File: src/rtl/operand_fetch_pkg.sv
// Shared constants for the operand-fetch issue stage and its scoreboard.
// Module parameters default to these values so every file agrees on widths.
package operand_fetch_pkg;

    // Datapath width of one integer operand.
    localparam int DEF_INT32W       = 32;
    // Register address width; the file holds 2**DEF_REGFILE_SIZE registers.
    localparam int DEF_REGFILE_SIZE = 5;
    // Opaque decode payload (pc, imm, opcode) carried alongside the operands.
    localparam int DEF_PAYLOADW     = 64;

endpackage : operand_fetch_pkg

File: src/rtl/of_scoreboard.sv
// Pending-write scoreboard: one busy bit per architectural register.
// A bit is set when an instruction that writes it leaves for execute and is
// cleared when writeback retires that register. x0 is never busy.
module of_scoreboard
    import operand_fetch_pkg::*;
#(
    parameter int REGFILE_SIZE = DEF_REGFILE_SIZE
) (
    input  logic                    clk,
    input  logic                    rst,
    input  logic                    set_en,
    input  logic [REGFILE_SIZE-1:0] set_idx,
    input  logic [REGFILE_SIZE-1:0] clr_idx,
    input  logic [REGFILE_SIZE-1:0] rs1,
    input  logic [REGFILE_SIZE-1:0] rs2,
    input  logic [REGFILE_SIZE-1:0] rd,
    output logic                    rs1_busy,
    output logic                    rs2_busy,
    output logic                    rd_busy
);

    localparam int NUM_REGS = 2 ** REGFILE_SIZE;

    logic [NUM_REGS-1:0] busy_q;
    logic [NUM_REGS-1:0] busy_d;

    // Next busy vector: clear on writeback first, then set on issue so that
    // a same-index set and clear in one cycle leaves the register busy.
    always_comb begin
        busy_d = busy_q;
        if (clr_idx != '0) begin
            busy_d[clr_idx] = 1'b0;
        end
        if (set_en && (set_idx != '0)) begin
            busy_d[set_idx] = 1'b1;
        end
        busy_d[0] = 1'b0;
    end

    // Busy vector register; reset forgets every outstanding write.
    always_ff @(posedge clk or posedge rst) begin
        if (rst) begin
            busy_q <= '0;
        end else begin
            busy_q <= busy_d;
        end
    end

    assign rs1_busy = busy_q[rs1];
    assign rs2_busy = busy_q[rs2];
    assign rd_busy  = busy_q[rd];

endmodule : of_scoreboard

File: src/rtl/operand_fetch.sv
// Operand-fetch issue stage sitting between decode and execute.
// Stage A holds the decoded instruction while the register file is read and
// hazards are resolved; stage B presents both operands to execute over a
// valid/ready handshake, holding them stable until accepted.
module operand_fetch
    import operand_fetch_pkg::*;
#(
    parameter int INT32W       = DEF_INT32W,
    parameter int REGFILE_SIZE = DEF_REGFILE_SIZE,
    parameter int PAYLOADW     = DEF_PAYLOADW
) (
    input  logic                    clk,
    input  logic                    rst,
    input  logic                    flush,
    input  logic                    in_valid,
    output logic                    in_ready,
    input  logic [REGFILE_SIZE-1:0] in_rs1,
    input  logic [REGFILE_SIZE-1:0] in_rs2,
    input  logic [REGFILE_SIZE-1:0] in_rd,
    input  logic                    in_rd_we,
    input  logic [PAYLOADW-1:0]     in_payload,
    output logic [REGFILE_SIZE-1:0] rf_rs1,
    output logic [REGFILE_SIZE-1:0] rf_rs2,
    input  logic [INT32W-1:0]       rf_data_rs1,
    input  logic [INT32W-1:0]       rf_data_rs2,
    input  logic [REGFILE_SIZE-1:0] wb_rd,
    input  logic [INT32W-1:0]       wb_data,
    output logic                    out_valid,
    input  logic                    out_ready,
    output logic [INT32W-1:0]       out_op1,
    output logic [INT32W-1:0]       out_op2,
    output logic [REGFILE_SIZE-1:0] out_rd,
    output logic                    out_rd_we,
    output logic [PAYLOADW-1:0]     out_payload
);

    // ---------------- Stage A state ----------------
    logic                    a_valid_q,   a_valid_d;
    logic [REGFILE_SIZE-1:0] a_rs1_q,     a_rs1_d;
    logic [REGFILE_SIZE-1:0] a_rs2_q,     a_rs2_d;
    logic [REGFILE_SIZE-1:0] a_rd_q,      a_rd_d;
    logic                    a_rd_we_q,   a_rd_we_d;
    logic [PAYLOADW-1:0]     a_payload_q, a_payload_d;

    // ---------------- Stage B state ----------------
    logic                    b_valid_q,   b_valid_d;
    logic [REGFILE_SIZE-1:0] b_rs1_q,     b_rs1_d;
    logic [REGFILE_SIZE-1:0] b_rs2_q,     b_rs2_d;
    logic [REGFILE_SIZE-1:0] b_rd_q,      b_rd_d;
    logic                    b_rd_we_q,   b_rd_we_d;
    logic [PAYLOADW-1:0]     b_payload_q, b_payload_d;
    logic                    b_fwd1_q,    b_fwd1_d;
    logic                    b_fwd2_q,    b_fwd2_d;
    logic [INT32W-1:0]       b_fwd_val_q, b_fwd_val_d;
    logic                    b_fresh_q,   b_fresh_d;
    logic [INT32W-1:0]       b_hold1_q,   b_hold1_d;
    logic [INT32W-1:0]       b_hold2_q,   b_hold2_d;

    // ---------------- Hazard / handshake nets ----------------
    logic              rs1_busy, rs2_busy, rd_busy;
    logic              b_claims_rs1, b_claims_rs2, b_claims_rd;
    logic              raw1, raw2, waw;
    logic              adv, accept, fire;
    logic [INT32W-1:0] op1_new, op2_new;

    of_scoreboard #(
        .REGFILE_SIZE (REGFILE_SIZE)
    ) u_scoreboard (
        .clk      (clk),
        .rst      (rst),
        .set_en   (fire & b_rd_we_q),
        .set_idx  (b_rd_q),
        .clr_idx  (wb_rd),
        .rs1      (a_rs1_q),
        .rs2      (a_rs2_q),
        .rd       (a_rd_q),
        .rs1_busy (rs1_busy),
        .rs2_busy (rs2_busy),
        .rd_busy  (rd_busy)
    );

    // The register file is addressed straight from stage A; its registered
    // read lands in the cycle stage B first holds the instruction.
    assign rf_rs1 = a_rs1_q;
    assign rf_rs2 = a_rs2_q;

    // Hazard detection, advance and handshake decisions.
    always_comb begin
        // The instruction in B has not marked its rd busy yet, so it must be
        // checked explicitly alongside the scoreboard.
        b_claims_rs1 = b_valid_q & b_rd_we_q & (b_rd_q == a_rs1_q);
        b_claims_rs2 = b_valid_q & b_rd_we_q & (b_rd_q == a_rs2_q);
        b_claims_rd  = b_valid_q & b_rd_we_q & (b_rd_q == a_rd_q);

        // A busy source whose writeback arrives this cycle is released early
        // and picked up through the forward path.
        raw1 = (a_rs1_q != '0) & ((rs1_busy & (wb_rd != a_rs1_q)) | b_claims_rs1);
        raw2 = (a_rs2_q != '0) & ((rs2_busy & (wb_rd != a_rs2_q)) | b_claims_rs2);
        // WAW waits for the older write to fully retire (no early release).
        waw  = a_rd_we_q & (a_rd_q != '0) & (rd_busy | b_claims_rd);

        out_valid = b_valid_q & ~flush;
        fire      = out_valid & out_ready;
        adv       = a_valid_q & ~raw1 & ~raw2 & ~waw
                  & (~b_valid_q | out_ready) & ~flush;
        in_ready  = ~flush & (~a_valid_q | adv);
        accept    = in_valid & in_ready;
    end

    // Stage B operand select: the first cycle takes the fresh register-file
    // read (or a forwarded writeback that the read edge missed); afterwards
    // the captured copy keeps the outputs stable under backpressure.
    always_comb begin
        op1_new = (b_rs1_q == '0) ? '0 : (b_fwd1_q ? b_fwd_val_q : rf_data_rs1);
        op2_new = (b_rs2_q == '0) ? '0 : (b_fwd2_q ? b_fwd_val_q : rf_data_rs2);
        out_op1 = b_fresh_q ? op1_new : b_hold1_q;
        out_op2 = b_fresh_q ? op2_new : b_hold2_q;
    end

    assign out_rd      = b_rd_q;
    assign out_rd_we   = b_rd_we_q;
    assign out_payload = b_payload_q;

    // Stage A next state: load on accept, empty on advance or flush.
    always_comb begin
        a_valid_d   = a_valid_q;
        a_rs1_d     = a_rs1_q;
        a_rs2_d     = a_rs2_q;
        a_rd_d      = a_rd_q;
        a_rd_we_d   = a_rd_we_q;
        a_payload_d = a_payload_q;
        if (accept) begin
            a_valid_d   = 1'b1;
            a_rs1_d     = in_rs1;
            a_rs2_d     = in_rs2;
            a_rd_d      = in_rd;
            a_rd_we_d   = in_rd_we;
            a_payload_d = in_payload;
        end else if (adv) begin
            a_valid_d   = 1'b0;
        end
        if (flush) begin
            a_valid_d   = 1'b0;
        end
    end

    // Stage B next state: capture operands after the fresh cycle, load from
    // A on advance, retire on fire, and drop everything on flush.
    always_comb begin
        b_valid_d   = b_valid_q;
        b_rs1_d     = b_rs1_q;
        b_rs2_d     = b_rs2_q;
        b_rd_d      = b_rd_q;
        b_rd_we_d   = b_rd_we_q;
        b_payload_d = b_payload_q;
        b_fwd1_d    = b_fwd1_q;
        b_fwd2_d    = b_fwd2_q;
        b_fwd_val_d = b_fwd_val_q;
        b_fresh_d   = b_fresh_q;
        b_hold1_d   = b_hold1_q;
        b_hold2_d   = b_hold2_q;
        if (b_fresh_q) begin
            b_hold1_d = op1_new;
            b_hold2_d = op2_new;
            b_fresh_d = 1'b0;
        end
        if (adv) begin
            b_valid_d   = 1'b1;
            b_rs1_d     = a_rs1_q;
            b_rs2_d     = a_rs2_q;
            b_rd_d      = a_rd_q;
            b_rd_we_d   = a_rd_we_q;
            b_payload_d = a_payload_q;
            b_fwd1_d    = (wb_rd != '0) & (wb_rd == a_rs1_q);
            b_fwd2_d    = (wb_rd != '0) & (wb_rd == a_rs2_q);
            b_fwd_val_d = wb_data;
            b_fresh_d   = 1'b1;
        end else if (fire) begin
            b_valid_d   = 1'b0;
        end
        if (flush) begin
            b_valid_d   = 1'b0;
            b_fresh_d   = 1'b0;
        end
    end

    // Stage A register
    always_ff @(posedge clk or posedge rst) begin
        if (rst) begin
            a_valid_q   <= 1'b0;
            a_rs1_q     <= '0;
            a_rs2_q     <= '0;
            a_rd_q      <= '0;
            a_rd_we_q   <= 1'b0;
            a_payload_q <= '0;
        end else begin
            a_valid_q   <= a_valid_d;
            a_rs1_q     <= a_rs1_d;
            a_rs2_q     <= a_rs2_d;
            a_rd_q      <= a_rd_d;
            a_rd_we_q   <= a_rd_we_d;
            a_payload_q <= a_payload_d;
        end
    end

    // Stage B register; data is cleared too so the outputs read zero after reset.
    always_ff @(posedge clk or posedge rst) begin
        if (rst) begin
            b_valid_q   <= 1'b0;
            b_rs1_q     <= '0;
            b_rs2_q     <= '0;
            b_rd_q      <= '0;
            b_rd_we_q   <= 1'b0;
            b_payload_q <= '0;
            b_fwd1_q    <= 1'b0;
            b_fwd2_q    <= 1'b0;
            b_fwd_val_q <= '0;
            b_fresh_q   <= 1'b0;
            b_hold1_q   <= '0;
            b_hold2_q   <= '0;
        end else begin
            b_valid_q   <= b_valid_d;
            b_rs1_q     <= b_rs1_d;
            b_rs2_q     <= b_rs2_d;
            b_rd_q      <= b_rd_d;
            b_rd_we_q   <= b_rd_we_d;
            b_payload_q <= b_payload_d;
            b_fwd1_q    <= b_fwd1_d;
            b_fwd2_q    <= b_fwd2_d;
            b_fwd_val_q <= b_fwd_val_d;
            b_fresh_q   <= b_fresh_d;
            b_hold1_q   <= b_hold1_d;
            b_hold2_q   <= b_hold2_d;
        end
    end

endmodule : operand_fetch

File: config.mk
export PLATFORM = sky130hd
export DESIGN_NAME = operand_fetch
export DESIGN_NICKNAME = d
export VERILOG_FILES = /design/src/rtl/operand_fetch_pkg.sv /design/src/rtl/of_scoreboard.sv /design/src/rtl/operand_fetch.sv
export SDC_FILE = /design/constraint.sdc
export NUM_CORES = 1
export LEC_CHECK = 0
export CORE_UTILIZATION = 51
export CTS_BUF_LIST = sky130_fd_sc_hd__clkbuf_2 sky130_fd_sc_hd__clkbuf_4 sky130_fd_sc_hd__clkbuf_8
export DETAILED_ROUTE_END_ITERATION = 6
export PLACE_DENSITY = 0.82
export REMOVE_ABC_BUFFERS = 1
export SYNTH_ARGS = -nofsm -noshare
export SYNTH_HDL_FRONTEND = slang
export SYNTH_SLANG_ARGS = --single-unit
File: constraint.sdc
create_clock -name clk -period 11.7 [get_ports clk]
set_input_delay 2.34 -clock clk [delete_from_list [all_inputs] [get_ports clk]]
set_output_delay 2.34 -clock clk [all_outputs]
set_load 0.01 [all_outputs]
==> results of run 1 <==
## placed cells by master, fill, tap and decap left out, types with 2 or more instances in the layout
cell type        count
clkdlybuf4s50_1    330
dfrtp_1            289
nand2_1            172
o22ai_1            144
mux2i_1             83
inv_1               74
mux2_2              66
o21ai_0             64
clkbuf_8            58
mux2_4              50
clkbuf_4            22
nor2_1              16
mux4_2              16
xor2_1              15
buf_4               13
nand3_1             10
nand3b_1            10
xnor2_1             10
clkinv_2             7
or4_1                6
nor2b_1              4
nand4_1              4
nand2b_1             4
or3_1                4
diode_2              3
and3_1               3
a21oi_1              3
a31oi_1              3
dfrtp_2              3
a311oi_1             2
nor3_1               2
nor4_1               2
or3b_2               2
o21ai_2              2
inv_8                2
## per-stage QoR
step / hold WS (ps) / cell area (µm²) / utilization [%] / setup slack [ps] / std cells
floorplan: 470 / 13000 / - / 1300 / 1082
global placement: 481 / 16800 / 64.8 / 3740 / 1761
detailed placement: 488 / 16800 / 64.8 / 3550 / 1761
CTS: 501 / 17900 / 68.7 / 3540 / 1850
global route: 511 / 17900 / 68.7 / 3280 / 1851
finish: 498 / 17900 / 68.8 / 3510 / 1853
## metal layers
layer | share of wire, % | track usage (%) | routed length [µm]
met1 | 39 | 36.1 | 15200
met2 | 49 | 46.1 | 18900
met3 | 8.8 | 7.06 | 3430
met4 | 3.2 | 11.1 | 1240
met5 | 0 | 0 | 0
## critical path: cells and delay by family
kind                   cells  cell delay [ps]
XOR/XNOR                   1              220
AO/OA/AOI/OAI              2              870
buffers and inverters      4             1680
AND/OR/NAND/NOR            3              710
## cells by family (layout without fill, tap and decap cells)
family | count (synthesis) | after routing | synth area share (%)
mux | 215 | 215 | 19.9
xor+xnor | 25 | 25 | 1.63
buf+inv | 167 | 508 | 5.74
simple gates | 244 | 244 | 8.08
compound gates | 231 | 231 | 10.4
other cells | 0 | 3 | 0
flops | 292 | 292 | 54.2
## state kept, by name, indices dropped and copies added (netlist names), 5 cells and up
signal               cells
b_hold2_q               32
rf_rs2                   5
out_payload             64
out_rd                   5
rf_rs1                   5
a_payload_q             64
a_rd_q                   5
u_scoreboard.busy_q     31
b_rs2_q                  5
b_hold1_q               32
b_rs1_q                  5
b_fwd_val_q             32
## power groups by stage
stage | combinational (mW) | sequential, mW | clock (mW)
floorplan | 1.04 | 1.79 | 0
global placement | 1.85 | 1.83 | 0
detailed placement | 1.90 | 1.86 | 0
CTS | 1.91 | 1.84 | 0.949
global route | 2.04 | 1.90 | 1.00
finish | 1.91 | 1.85 | 0.935
## worst max-delay path by stage
stage / startpoint / end / slack (ps) / cells past startpoint
floorplan: rst / a_payload_q[0]$_DFFE_PP0P_ / 1300 / 1
global route: wb_rd[3] / in_ready / 3280 / 10
CTS: wb_rd[3] / in_ready / 3540 / 10
global placement: wb_rd[3] / in_ready / 3740 / 10
finish: wb_rd[3] / in_ready / 3510 / 10
detailed placement: wb_rd[3] / in_ready / 3550 / 10
## cell type report
type	count	area share [%]
Sequential cell	292	40.9
Timing Repair Buffer	344	19.1
Multi-Input combinational cell	715	30.3
Inverter	75	1.62
Clock inverter	9	0.301
Tap cell	335	2.35
Antenna cell	3	0.0420
Clock buffer	80	5.39
## synth_stat cells (3+ instances only)
library cell  instances
o21ai_1               3
nand4_1               4
mux2_2               66
and3_1                3
nor2b_1               4
or3_1                 4
clkbuf_1             53
mux2_4               50
mux2i_1              83
nor2_1               16
xnor2_1              10
nand2_1             173
inv_1                75
buf_2                21
xor2_1               15
nand2b_1              4
mux4_2               16
o21ai_0              64
nand3_1              10
buf_6                15
or4_1                 6
dfrtp_1             292
a21oi_1               3
o22ai_1             144
nand3b_1             10
a31oi_1               3
==> impl_results.md, run 1 <==
- Clk slew on worst S/H paths: approximately 60 ps
- Worst reg2reg setup slack: a little over 7000 ps
- Switching Power: about 1.7 mW
- Vias in the first global route: around 11k
- Outcome: completed
- Cell Pwr Density: 262 nW/µm²
- Port buffer count: ~330
- Unique cell type count in the Yosys netlist: 48
- Clock network power share: between 10% and 20%
- Worst Hold Class: flip-flop to flip-flop
- Critical Path Max Stage Delay: around 770 ps
- Gr ovfl total: 0
- Primary FF master, synth: dfrtp_1
- Drt wl/cell: ~21 µm
- Power, Total: around 4.7 mW
- Fmax: ~120 MHz
- Final setup TNS: 0 ps
- Initial antenna violation count: 1
- CP Launch Type: primary input
- CP arrival: 5850 ps
- Clk_skew: 23.7 ps
- Worst-path maximum fanout: 81
- Routed Antenna Nets: 0
- Largest net degree at the start of global routing: 84
- Core ar.: 26,000 µm²
- Register area: between 7000 and 8000 µm²
- Die W: 165 µm
- Async set or reset register ratio after synthesis: between 90% and 100%
- Worst slew pin tran: 1110 ps
- RSZ-0062 raised after global routing: false
- Switching portion of total power: between 30% and 40%
- Post-CTS Setup Bufs: 0
- Power Internal: slightly above 3 mW
- Worst endpoint required time: 9360 ps
- Area of the multi-input gates: 5420 µm²
- Fin nets: approximately 1.7k
- Critical-path cell list: clkdlybuf4s50_1, xor2_1, nor3_1, nand3_1, and4b_1, a2111oi_0, a21oi_4, buf_4, inv_1, clkdlybuf4s50_1
- Number of synthesized flops with an enable pin: 0
- Resized cells post-CTS: 0
- Comb pwr share: between 40% and 50%
- Die Height: 165 µm
- Hold path startpoint: b_rs1_q[4]$_DFFE_PP0P_
- WS Path Type: primary input to output pin
- H-tree depth: 2
- #FFs+latches synth: about 290
- Rows: 59
- Static leakage: roughly 7.9 nW
- Synth top area share: roughly 54%
- Hold Vio Cnt, Final: 0
- Fin. max-slew vios: 0
- Initial Utilization: 51.8%
- Max Cap Viol: 0
- Max stage delay cell, worst path: a2111oi_0
- Fraction of layout cells with a size suffix above 1: between 10% and 20%
- Crit Reg-Reg Endpoint: b_fwd_val_q[14]$_DFFE_PP0P_
- Sink Count: approximately 290
- Final setup viols: 0
- Syn-to-layout area delta: 32.6%
- Dominant cells by area after synthesis: dfrtp_1 54%, o22ai_1 6.7%, mux2i_1 6.2%
- Yosys Warn Count: 0
- GR Util All Layers: 28.2%
- CTS Hold Bufs: 0
- Iteration-0 DRC Markers: approximately 850
- Worst slew margin: 25.9%
- Worst reg2reg startpoint: a_rd_q[0]$_DFFE_PP0P_
- Post-synthesis sequential area ratio: between 50% and 60%
- Post-layout minimum cycle time: just over 8000 ps
- Crit. End Element: output pin
- Maximum vdd ir drop: ~0.17 mV
- Routability Congestion: just under 0.9
- CTS root buf: clkbuf_8
- Filler cells: ~1.9k
- Hold Path Stages: 1
- Syn_area_per_cell: approximately 11 µm²
- Clock latency on the worst-skew pair: 560 ps
- Largest area contributor in the netlist: dfrtp_1
- Clk buf depth: 3
- Depth of the most critical reg-to-reg path: 9
- Final worst-path cycle share: 70.0%
- First-pass GRT wire length: around 60 mm
- Drt total wl: 38.8 mm
- CTS tree: done
- Number of vias per cell: 5.75
- Num CTS Buffers: 48
- Gate Count Post-Synth: 1,174
- Via count: about 11k
- Drt first pass iters: 6
- Post-synthesis cell area: around 13,000 µm²
- Area of the die: 27,100 µm²
- CP most frequent cell: clkdlybuf4s50_1
- I/O pin cnt: about 330
- DRC viols: 0
- DPL Wire Length: 25.4 mm
- Sequential power share: between 30% and 40%
- Hold Crit Endpoint: b_rs1_q[4]$_DFFE_PP0P_
(Power assumes the default switching activity.)
==> run 2: changes to the inputs <==
--- a/config.mk
+++ b/config.mk
@@ -5,10 +5,10 @@
 export SDC_FILE = /design/constraint.sdc
 export NUM_CORES = 1
 export LEC_CHECK = 0
-export CORE_UTILIZATION = 51
+export CORE_UTILIZATION = 46
 export CTS_BUF_LIST = sky130_fd_sc_hd__clkbuf_2 sky130_fd_sc_hd__clkbuf_4 sky130_fd_sc_hd__clkbuf_8
 export DETAILED_ROUTE_END_ITERATION = 6
-export PLACE_DENSITY = 0.82
+export PLACE_DENSITY = 0.78
 export REMOVE_ABC_BUFFERS = 1
 export SYNTH_ARGS = -nofsm -noshare
 export SYNTH_HDL_FRONTEND = slang
==> constraint.sdc (replaced) <==
create_clock -name clk -period 7.01 [get_ports clk]
set_input_delay 1.402 -clock clk [delete_from_list [all_inputs] [get_ports clk]]
set_output_delay 1.402 -clock clk [all_outputs]
set_load 0.01 [all_outputs]
==> impl_results.md, run 2 (same netlist as run 1, synthesis figures left out) <==
- Outcome: completed
- Drt total wl: 38.7 mm
- RSZ-0062 raised after global routing: false
- Worst-path maximum fanout: 10
- CP arrival: roughly 4300 ps
- First-pass GRT wire length: slightly above 60 mm
- Max Cap Viol: 0
- Fmax: 175 MHz
- Depth of the most critical reg-to-reg path: 8
- CP most frequent cell: clkdlybuf4s50_1
- Fin. max-slew vios: 0
- Critical-path cell list: clkdlybuf4s50_1, xor2_1, nor3_1, nand3_1, and4b_1, a2111oi_0, a21oi_4, inv_1, clkdlybuf4s50_1
- Maximum vdd ir drop: between 0.2 and 0.25 mV
- Worst reg2reg setup slack: around 3000 ps
- Worst slew margin: between 20 and 25%
- Hold slack: a little under 500 ps
- Gr ovfl total: 0
- Pre-CTS setup slack: about 1300 ps
- Max stage delay cell, worst path: a2111oi_0
- Static leakage: 7.90 nW
- Filler cells: ~2.2k
- Syn-to-layout area delta: 33.3%
- GR Util All Layers: 25.6%
- Post-layout minimum cycle time: about 5700 ps
- Routability Congestion: ~0.90
- Crit Reg-Reg Endpoint: a_rd_q[0]$_DFFE_PP0P_
- Placed Area: 16,900 µm²
- Cell Pwr Density: around 440 nW/µm²
- Resized cells post-CTS: 0
- Bufs and invs on worst path: 3
- Worst slew pin tran: around 1200 ps
- Most common cell after layout, fill and taps aside: clkdlybuf4s50_1
- Largest net degree at the start of global routing: between 150 and 200
- Die W: around 170 µm
- Drt wl/cell: a little over 20 µm
- Worst endpoint required time: between 5000 and 6000 ps
- Crit-path leading delay family: buffers and inverters
- Iteration-0 DRC Markers: slightly above 900
- Commonest non-fill, non-tap cells in the layout: 330 x clkdlybuf4s50_1, 289 x dfrtp_1, 172 x nand2_1, 144 x o22ai_1, 83 x mux2i_1
- Rows: slightly above 60
- Crit path capture: in_ready
- DPL Wire Length: approximately 25 mm
- Worst reg2reg startpoint: rf_rs2[0]$_DFFE_PP0P_
- Clk buf depth: 3
- Port buffer count: roughly 330
- Clock latency on the worst-skew pair: approximately 560 ps
- Number of vias per cell: between 5 and 6
- Core ar.: 28,800 µm²
- Num CTS Buffers: between 40 and 50
- Clk_skew: around 24 ps
- Critical path depth: 9
- Crit. End Element: output pin
- Post-route cell area: approximately 18,000 µm²
- Via count: 10.6k
- Crit path setup slack, layout: 1280 ps
- Initial antenna violation count: 3
- CTS Hold Bufs: 0
- CTS tree: done
- Post-CTS Setup Bufs: 0
- Final worst-path cycle share: between 80% and 90%
- CP Launch Type: primary input
- Fraction of layout cells with a size suffix above 1: around 16%
- Area of the die: around 30,000 µm²
- Worst Hold Class: flip-flop to flip-flop
- Final setup TNS: 0 ps
- Vias in the first global route: 10.8k
- Final setup viols: 0
- Die Height: between 150 and 200 µm
- DP Cell Count: around 1.8k
- Clk slew on worst S/H paths: roughly 60 ps
- CP startpoint: wb_rd[4]
- Drt first pass iters: 5
- Critical Path Max Stage Delay: between 700 and 800 ps
- Routed Antenna Nets: 0
- Final non-filler cell total: about 1.9k
- H-tree depth: 2
- DRC viols: 0
- Fin nets: about 1.7k
- CTS root buf: clkbuf_8
- WS Path Type: primary input to output pin
- I/O pin cnt: 332
- Hold Vio Cnt, Final: 0
- Initial Utilization: 46.8%
- Sink Count: about 300
run 2: cell count changes in the layout (fill, tap and decap cells not counted), sizes merged:
cell / change
bufinv: +2
inv: -1
clkinv: +1
buf: -2
diode: -2
clkbuf: -4
run 2: layer usage:
layer	wire (µm)	global-route usage, %	vias to the layer above
li1	-	-	4738
met2	18700	42.1	473
met3	2920	5.76	93
met1	15800	33.1	5295
met5	27	0	-
met4	1280	9.73	4
run 2: how the worst min path moves through the flow:
stage               depth (start not counted)                         from                           to
finish                                      1   a_payload_q[5]$_DFFE_PP0P_   out_payload[5]$_DFFE_PP0P_
global route                                1  a_payload_q[19]$_DFFE_PP0P_  out_payload[19]$_DFFE_PP0P_
CTS                                         1   a_payload_q[5]$_DFFE_PP0P_   out_payload[5]$_DFFE_PP0P_
detailed placement                          1       b_rs1_q[4]$_DFFE_PP0P_       b_rs1_q[4]$_DFFE_PP0P_
global placement                            1       b_rs2_q[2]$_DFFE_PP0P_       b_rs2_q[2]$_DFFE_PP0P_
floorplan                                   1       b_rs1_q[4]$_DFFE_PP0P_       b_rs1_q[4]$_DFFE_PP0P_
run 2: metrics by stage:
stage | total power [mW] | util, %
6_report | 7.85 | 62.4
5_1_grt | 8.28 | 62.4
4_1_cts | 7.89 | 62.4
3_5_place_dp | 6.26 | 58.7
3_3_place_gp | 6.15 | 58.7
2_1_floorplan | 4.72 | -
run 2: area by class of cell:
cell class                 count  area [µm²]  area share (%)
tap                          384         480            2.68
clock buffer                  76         933            5.20
clock inverter                11         119           0.662
timing repair buffer         342        3400            19.0
sequential                   292        7310            40.7
multi-input combinational    715        5420            30.2
inverter                      75         289            1.61
antenna                        1        2.50          0.0139
run 2: where the power goes:
part	internal [mW]	total, mW	switching, mW
sequential	2.39	3.04	0.650
combinational	1.79	3.21	1.42
clock	0.922	1.60	0.680
total	5.10	7.85	2.75
